`src/rtl/rf_wb_stage.sv`:
```
// Writeback stage: selects a result source, extends load data, buffers one
// RF write under a valid/ack handshake. Optional forwarding port via RF_WB_FWD_EN.
module rf_wb_stage #(
  parameter int DATA_W      = 64,
  parameter int ADDR_W      = 5,
  parameter int N_SRC       = 4,
  parameter int SEL_W       = 2,
  parameter int ZERO_REG_EN = 1
) (
  input  logic                    clk,
  input  logic                    rst_n,
  input  logic                    in_valid,
  output logic                    in_ready,
  input  logic                    in_wen,
  input  logic [ADDR_W-1:0]       in_waddr,
  input  logic [SEL_W-1:0]        in_sel,
  input  logic [N_SRC*DATA_W-1:0] in_src,
  input  logic [2:0]              in_ld_mode,
  output logic                    rf_we,
  output logic [ADDR_W-1:0]       rf_waddr,
  output logic [DATA_W-1:0]       rf_wdata,
  input  logic                    rf_ack,
  output logic                    err_sel,
  output logic [31:0]             commit_cnt,
  output logic                    fwd_valid,
  output logic [ADDR_W-1:0]       fwd_addr,
  output logic [DATA_W-1:0]       fwd_data
);

  localparam int SHW = $clog2(DATA_W) + 1;

  // Handshake: a request moves when in_valid & in_ready; an RF write
  // completes on the cycle rf_we & rf_ack, and the slot may refill in that same cycle.
  typedef enum logic {S_EMPTY = 1'b0, S_FULL = 1'b1} state_t;

  state_t              r_state, w_state_nxt;
  logic [ADDR_W-1:0]   r_waddr;
  logic [DATA_W-1:0]   r_wdata;
  logic                r_err_sel;
  logic [31:0]         r_commit_cnt;

  logic                w_accept, w_complete;
  logic                w_sel_legal, w_is_zero, w_eff_wen;
  logic [DATA_W-1:0]   w_src0, w_shl, w_ld_data, w_sel_data;
  logic [SHW-1:0]      w_shamt;

  // Load extension: shift the field to the top, then shift back arithmetically or logically.
  always_comb begin
    w_src0 = in_src[DATA_W-1:0];
    case (in_ld_mode[1:0])
      2'd0:    w_shamt = SHW'(DATA_W - 8);
      2'd1:    w_shamt = SHW'(DATA_W - 16);
      2'd2:    w_shamt = SHW'(DATA_W - 32);
      default: w_shamt = '0;
    endcase
    w_shl = w_src0 << w_shamt;
    if (in_ld_mode[2]) w_ld_data = $signed(w_shl) >>> w_shamt;
    else               w_ld_data = w_shl >> w_shamt;
  end

  always_comb begin
    w_sel_legal = (32'(in_sel) < N_SRC);
    w_sel_data  = '0;
    for (int k = 0; k < N_SRC; k++) begin
      if (in_sel == SEL_W'(k)) begin
        if (k == 0) w_sel_data = w_ld_data;
        else        w_sel_data = in_src[k*DATA_W +: DATA_W];
      end
    end
    w_is_zero = (ZERO_REG_EN != 0) && (in_waddr == '0);
    w_eff_wen = in_wen & ~w_is_zero & w_sel_legal;
  end

  assign rf_we      = (r_state == S_FULL);
  assign w_complete = rf_we & rf_ack;
  // Held low during reset so nothing is taken while the stage is cleared.
  assign in_ready   = rst_n & ((r_state == S_EMPTY) | w_complete);
  assign w_accept   = in_valid & in_ready;

  always_comb begin
    w_state_nxt = r_state;
    if (w_accept)        w_state_nxt = w_eff_wen ? S_FULL : S_EMPTY;
    else if (w_complete) w_state_nxt = S_EMPTY;
  end

  always_ff @(posedge clk or negedge rst_n) begin
    if (!rst_n) begin
      r_state      <= S_EMPTY;
      r_waddr      <= '0;
      r_wdata      <= '0;
      r_err_sel    <= 1'b0;
      r_commit_cnt <= '0;
    end else begin
      r_state <= w_state_nxt;
      if (w_accept && w_eff_wen) begin
        r_waddr <= in_waddr;
        r_wdata <= w_sel_data;
      end
      if (w_accept && !w_sel_legal) r_err_sel <= 1'b1;
      if (w_complete) r_commit_cnt <= r_commit_cnt + 32'd1;
    end
  end

  assign rf_waddr   = r_waddr;
  assign rf_wdata   = r_wdata;
  assign err_sel    = r_err_sel;
  assign commit_cnt = r_commit_cnt;

`ifdef RF_WB_FWD_EN
  assign fwd_valid = rf_we;
  assign fwd_addr  = r_waddr;
  assign fwd_data  = r_wdata;
`else
  assign fwd_valid = 1'b0;
  assign fwd_addr  = '0;
  assign fwd_data  = '0;
`endif

endmodule

```
`config.mk`:
```
export PLATFORM = sky130hd
export DESIGN_NAME = rf_wb_stage
export DESIGN_NICKNAME = d
export VERILOG_FILES = /design/src/rtl/rf_wb_stage.sv
export SDC_FILE = /design/constraint.sdc
export NUM_CORES = 1
export LEC_CHECK = 0
export ABC_CLOCK_PERIOD_IN_PS = 1600
export CORE_AREA = 2 2 173 175
export DETAILED_ROUTE_END_ITERATION = 10
export DIE_AREA = 0 0 175 177
export HOLD_SLACK_MARGIN = 0.1
export PLACE_DENSITY = 0.67
export SYNTH_ARGS = -nofsm -noshare
export SYNTH_HDL_FRONTEND = slang
export SYNTH_SLANG_ARGS = --single-unit
```
`constraint.sdc`:
```
create_clock -name clk -period 1.6 [get_ports clk]
set_input_delay 0.16 -clock clk [delete_from_list [all_inputs] [get_ports clk]]
set_output_delay 0.16 -clock clk [all_outputs]
set_load 0.05 [all_outputs]
```
==> results of run 1 <==
## power groups by stage
stage | logic, mW | clock network, mW | registers (mW)
after global routing | 5.16 | 2.40 | 3.35
after floorplan | 1.41 | 0 | 4.82
after CTS | 4.93 | 2.31 | 3.28
after detailed placement | 4.87 | 0 | 3.33
final | 4.93 | 2.22 | 3.29
after global placement | 4.82 | 0 | 3.32
## state kept, by name, summed over array words and instances, names as in the netlist
name        cells
rf_wdata       64
commit_cnt     32
rf_waddr        5
rf_we           1
## cells by family after synthesis
family / Yosys count / share of synthesized area [%]
compound gates: 186 / 18.54
xor+xnor: 31 / 4.093
fa+ha+maj: 1 / 0.1886
buf+inv: 125 / 12.52
flops: 102 / 38.48
mux: 61 / 11.51
other cells: 1 / 0.05653
simple gates: 197 / 14.62
## area by class of cell
| class | instances | area [µm²] |
|---|---|---|
| inverters | 2 | 7.507 |
| clock buffers | 10 | 229.0 |
| diodes | 4 | 10.01 |
| well taps | 390 | 488.0 |
| multi-input cells | 547 | 3875 |
| repair buffers | 462 | 4365 |
| flip-flops and latches | 102 | 2579 |
| clock inverters | 6 | 55.05 |
| fillers | 2915 | 17640 |
## cell usage after synthesis (10+ instances only)
master | number | share of area [%]
clkbuf_1 | 22 | 1.2
nor2_1 | 38 | 2.2
nand2_1 | 96 | 5.4
xnor2_1 | 24 | 3.2
buf_4 | 77 | 8.7
a21oi_1 | 53 | 4.0
mux2i_1 | 11 | 1.7
and3_1 | 10 | 0.94
nand3_1 | 16 | 1.2
a221oi_1 | 20 | 2.6
dfrtp_1 | 102 | 38
mux2_2 | 42 | 7.1
buf_2 | 16 | 1.2
o22ai_1 | 17 | 1.6
o21ai_0 | 36 | 2.7
## what timing repair did
action | CTS | global route
setup buffers | 3 | 3
gates cloned | 1 | 1
gates resized for setup | 24 | 31
endpoints found under the setup margin | 66 | 62
pin swaps | 6 | 17
endpoints found under the hold margin | 102 | 102
## metal layers
| layer | up-vias | routed length, µm | global-route usage [%] |
|---|---|---|---|
| met4 | 2 | 784 | 6.597 |
| met1 | 3358 | 11780 | 22.30 |
| met3 | 42 | 1784 | 3.651 |
| li1 | 3260 | - | - |
| met2 | 317 | 14340 | 30.75 |
| met5 | - | 11 | 0 |
## worst register-to-register path: stages (launching register included)
cell and delay (ns):
dfrtp_2 0.43, nand2b_4 0.08, and4_4 0.25, o21ai_4 0.08
buf_12 0.15, clkbuf_16 0.17, buf_6 0.12, a221oi_2 0.16
a21oi_1 0.11
## metrics by stage
stage | setup WS (ns) | area (µm²) | hold WS (ns) | power [mW] | TNS, ns
5_1_grt | -0.1241 | 11610 | -0.06659 | 10.91 | -2.493
3_5_place_dp | -0.4984 | 10990 | 0.3177 | 8.194 | -32.32
4_1_cts | -0.07149 | 11430 | -0.07350 | 10.52 | -0.7688
3_3_place_gp | -0.4313 | 10990 | 0.2990 | 8.138 | -29.36
6_report | -0.06954 | 11610 | -0.1114 | 10.44 | -0.3655
2_1_floorplan | -0.1454 | 7101 | -0.1356 | 6.228 | -1.281
## layout by cell type (no fill, tap or decap), types with 13 or more instances in the layout
cell type	synthesis	final
a21oi_1	53	49
a221oi_2	0	16
buf_12	0	13
buf_4	77	169
clkdlybuf4s50_1	0	259
conb_1	1	71
dfrtp_1	102	81
dfrtp_2	0	21
mux2_2	42	42
nand2_1	96	93
nor2_1	38	36
o21ai_0	36	35
o22ai_1	17	17
xnor2_1	24	23
## worst paths after layout
path	from	to	slack [ns]	cells after the start
setup / recovery	rf_we	rf_wdata[37]	-0.07	8
hold / removal	rst_n	commit_cnt[5]	-0.11	2
setup reg to reg	rf_we	rf_wdata[37]	-0.07	8
hold reg to reg	commit_cnt[21]	commit_cnt[21]	0.47	1
max in group asynchronous	rst_n	rf_wdata[31]	1.25	2
min in group clk	in_waddr[0]	rf_waddr[0]	0.20	3
==> impl_metrics.json, run 1 <==
{
  "cts_buffers": 9,
  "swShare_pct": 43.18,
  "ys_warn_count": 0,
  "die_h_um": 177,
  "max_freq_ghz": 0.5990,
  "rsz0062_at_grt": "yes",
  "arrival_ns": 1.91,
  "path_max_fanout": 7,
  "whs_ns": -0.1114,
  "pwr-share-seq_pct": 31.5,
  "dr.pass1.iters": 5,
  "worst-path-buf-inv": 3,
  "rows": 63,
  "endpoint_kind": "register",
  "power_density_mw_per_mm2": 899.2,
  "fin_crit_sh_pct": 104.3,
  "async_reset_ff_share_pct": 100.0,
  "finalSetupViolations": 15,
  "switchingPower_mw": 4.507,
  "synth-seq-cells": 102,
  "required_ns": 1.84,
  "die_w_um": 175,
  "p_comb_share_pct": 47.2,
  "drt-initial-drc-count": 482,
  "dp_hpwl_um": 22700,
  "globalRoute.totalOverflow": 0,
  "layout.cells.non_filler": 1523,
  "fin_util_pct": 39.70,
  "root_buffer": "clkbuf_16",
  "synth_edf_count": 0,
  "grt_pass1_vias": 6986,
  "path_delay_family": "flip-flops",
  "gp_congestion": 0.8492,
  "grt_antenna_before_repair": 5,
  "path_cells": "nand2b_4 -> and4_4 -> o21ai_4 -> buf_12 -> clkbuf_16 -> buf_6 -> a221oi_2 -> a21oi_1",
  "avgSynthCellArea_um2": 9.423,
  "die_area_mm2": 0.03098,
  "ys_seq_area_share_pct": 38.48,
  "max_stage_delay_ns": 0.43,
  "portBuffers": 373,
  "violations": "negative hold slack, negative setup slack",
  "worstMarginPinSlew_ns": 0.6056,
  "synth_area_mm2": 0.006634,
  "cts.htree.levels": 3,
  "cts_num_sinks": 102,
  "drc": 0,
  "start_util_pct": 22.68,
  "routed_wl_um": 28700,
  "grt_pass1_wl_um": 42140,
  "grtUsageTotal_pct": 17.94,
  "p_clk_share_pct": 21.3,
  "syn_to_final_growth_pct": 74.99,
  "via_per_inst": 4.582,
  "peakVddDrop_uv": 430.2,
  "antenna_left": 0,
  "nNetsFinal": 1396,
  "p_int_mw": 5.932,
  "finalMaxSlewViolations": 0,
  "skew_ns": 0.009745,
  "core_mm2": 0.02924,
  "dp_cells": 1497,
  "slew_headroom_pct": 59.48,
  "drive_gt1_share_pct": 30.82,
  "setup.worst_path.class": "register to register",
  "clock_latency_ns": 0.36,
  "synth_cells": 704,
  "clk_path_buf_depth": 2,
  "cts_tree": "yes",
  "post_drt_wl_per_cell_um": 18.84,
  "crit_path_start_kind": "register",
  "layout_setup_ws_ns": -0.06954,
  "vias": 6979,
  "max_cap_violations": 0,
  "p_leak_nw": 5.074,
  "synth_ff_type": "dfrtp_1",
  "cts.clk_slew.worst_paths_ns": 0.08,
  "status": "finished, violations left",
  "crit_path_top_delay_cell": "dfrtp_2",
  "ioPinCount": 445,
  "min_period_ns": 1.670,
  "ys_types": 58,
  "grt_max_degree": 104,
  "finalHoldViolations": 102,
  "hp-class": "primary input to asynchronous set/reset pin"
}
No activity file was read; power rests on OpenSTA's default activity.
==> run 2, diff against run 1 <==
--- a/constraint.sdc
+++ b/constraint.sdc
@@ -3,2 +3,2 @@
 set_output_delay 0.16 -clock clk [all_outputs]
-set_load 0.05 [all_outputs]
+set_load 0.1 [all_outputs]
==> run 2 against run 1 <==
The flow finishes with violations (negative setup slack). Worst hold slack improved by 0.20 ns. Power rose by 33%. Sequential cell count did not move. Largest power group unchanged.
==> impl_metrics.json, run 2 (same netlist as run 1, synthesis figures left out) <==
{
  "crit_path_start_kind": "register",
  "finalMaxSlewViolations": 0,
  "grtUsageTotal_pct": 17.66,
  "cts.clk_slew.worst_paths_ns": 0.08,
  "die_w_um": 175,
  "grt_antenna_before_repair": 0,
  "layout_common_cells": "clkdlybuf4s50_1, buf_12, nand2_1",
  "layout_setup_ws_ns": -0.05405,
  "post_drt_wl_per_cell_um": 18.29,
  "finalSetupViolations": 12,
  "worstMarginPinSlew_ns": 1.085,
  "power_density_mw_per_mm2": 1067,
  "max_cap_violations": 0,
  "layout_commonest_cell": "clkdlybuf4s50_1",
  "rsz0062_at_grt": "yes",
  "peakVddDrop_uv": 532.1,
  "clk_path_buf_depth": 2,
  "antenna_left": 0,
  "status": "finished, violations left",
  "cts.htree.levels": 3,
  "nNetsFinal": 1411,
  "slew_headroom_pct": 27.52,
  "p_leak_nw": 5.495,
  "reg2reg_depth": 7,
  "required_ns": 1.83,
  "grt_pass1_vias": 7256,
  "skew_ns": 0.01015,
  "grt_pass1_wl_um": 41660,
  "globalRoute.totalOverflow": 0,
  "start_util_pct": 22.68,
  "fin_util_pct": 44.41,
  "dp_cells": 1506,
  "drc": 0,
  "place_ws_ns": -0.5150,
  "dr.pass1.iters": 4,
  "cts_buffers": 9,
  "drt-initial-drc-count": 278,
  "endpoint_kind": "register",
  "cts_tree": "yes",
  "layout.cells.non_filler": 1535,
  "whs_ns": 0.08729,
  "cts_num_sinks": 102,
  "min_period_ns": 1.654,
  "rrSetupSlack_ns": -0.05,
  "die_h_um": 177,
  "violations": "negative setup slack",
  "syn_to_final_growth_pct": 95.79,
  "arrival_ns": 1.88,
  "core_mm2": 0.02924,
  "root_buffer": "clkbuf_16",
  "clock_latency_ns": 0.35,
  "gp_congestion": 0.8366,
  "reg2reg_to": "rf_wdata[49]",
  "setup.worst_path.class": "register to register",
  "vias": 6944,
  "rows": 63,
  "routed_wl_um": 28070,
  "dp_hpwl_um": 22900,
  "fin_crit_sh_pct": 103.4,
  "reg2reg_from": "rf_we",
  "portBuffers": 373,
  "die_area_mm2": 0.03098,
  "fillers": 2733,
  "max_freq_ghz": 0.6046,
  "grt_max_degree": 50,
  "path_max_fanout": 25,
  "drive_gt1_share_pct": 33.30,
  "ioPinCount": 445,
  "finalHoldViolations": 0,
  "via_per_inst": 4.524,
  "hp-class": "primary input to asynchronous set/reset pin",
  "largest_reg_flops": 64
}
==> run 2: worst max-delay path by stage <==
stage                              from              to  slack, ns  cells after the start
after detailed placement  in_ld_mode[0]    rf_wdata[36]      -0.51                      9
after floorplan           commit_cnt[0]  commit_cnt[26]      -0.23                      6
after global routing              rf_we    rf_wdata[49]      -0.12                      7
final                             rf_we    rf_wdata[49]      -0.05                      7
after CTS                         rf_we    rf_wdata[51]      -0.04                      6
after global placement    in_ld_mode[0]    rf_wdata[36]      -0.45                      9
==> run 2: layout make-up <==
type / instances / area, µm² / share of cell area [%]
diodes: 1 / 2.502 / 0.01927
well taps: 390 / 488.0 / 3.757
multi-input cells: 547 / 3875 / 29.83
clock inverters: 7 / 78.83 / 0.6069
clock buffers: 9 / 225.2 / 1.734
flip-flops and latches: 102 / 2644 / 20.35
inverters: 2 / 7.507 / 0.05780
repair buffers: 477 / 5668 / 43.64
==> run 2: power by group <==
part / total (mW) / switching, mW / internal (mW)
clock network: 2.30 / 1.19 / 1.12
logic: 8.03 / 5.11 / 2.92
registers: 3.52 / 0.485 / 3.03
total: 13.9 / 6.78 / 7.07
==> run 2: what timing repair did <==
item                                    CTS  global route
hold endpoints to repair                 20             1
hold buffers                              2             1
endpoints found under the setup margin   60            67
gates cloned                              1             0
pin swaps                                 8             8
buffers inserted                          6             4
resized for setup                        17            24
==> run 2: worst max-delay path, cell delays in order (launching register included) <==
cell,delay [ns]
dfrtp_4,0.49
nand2b_4,0.07
and4_4,0.26
o21ai_4,0.08
buf_12,0.17
buf_4,0.16
a221oi_2,0.17
a21oi_1,0.10
==> run 2: layer usage <==
metal	GRT usage (%)	wire length, µm	up-vias
met2	33.55	15000	299
li1	-	-	3281
met5	0	0	-
met3	3.608	1707	23
met1	20.32	10980	3341
met4	3.785	388	0
==> run 2: metrics by stage <==
step | power, mW | instance area (µm²) | TNS [ns]
5_1_grt | 14.36 | 12990 | -1.568
2_1_floorplan | 8.282 | 7317 | -8.437
3_3_place_gp | 11.52 | 12460 | -26.09
3_5_place_dp | 11.58 | 12460 | -28.23
4_1_cts | 13.97 | 12890 | -0.3255
6_report | 13.85 | 12990 | -0.3330
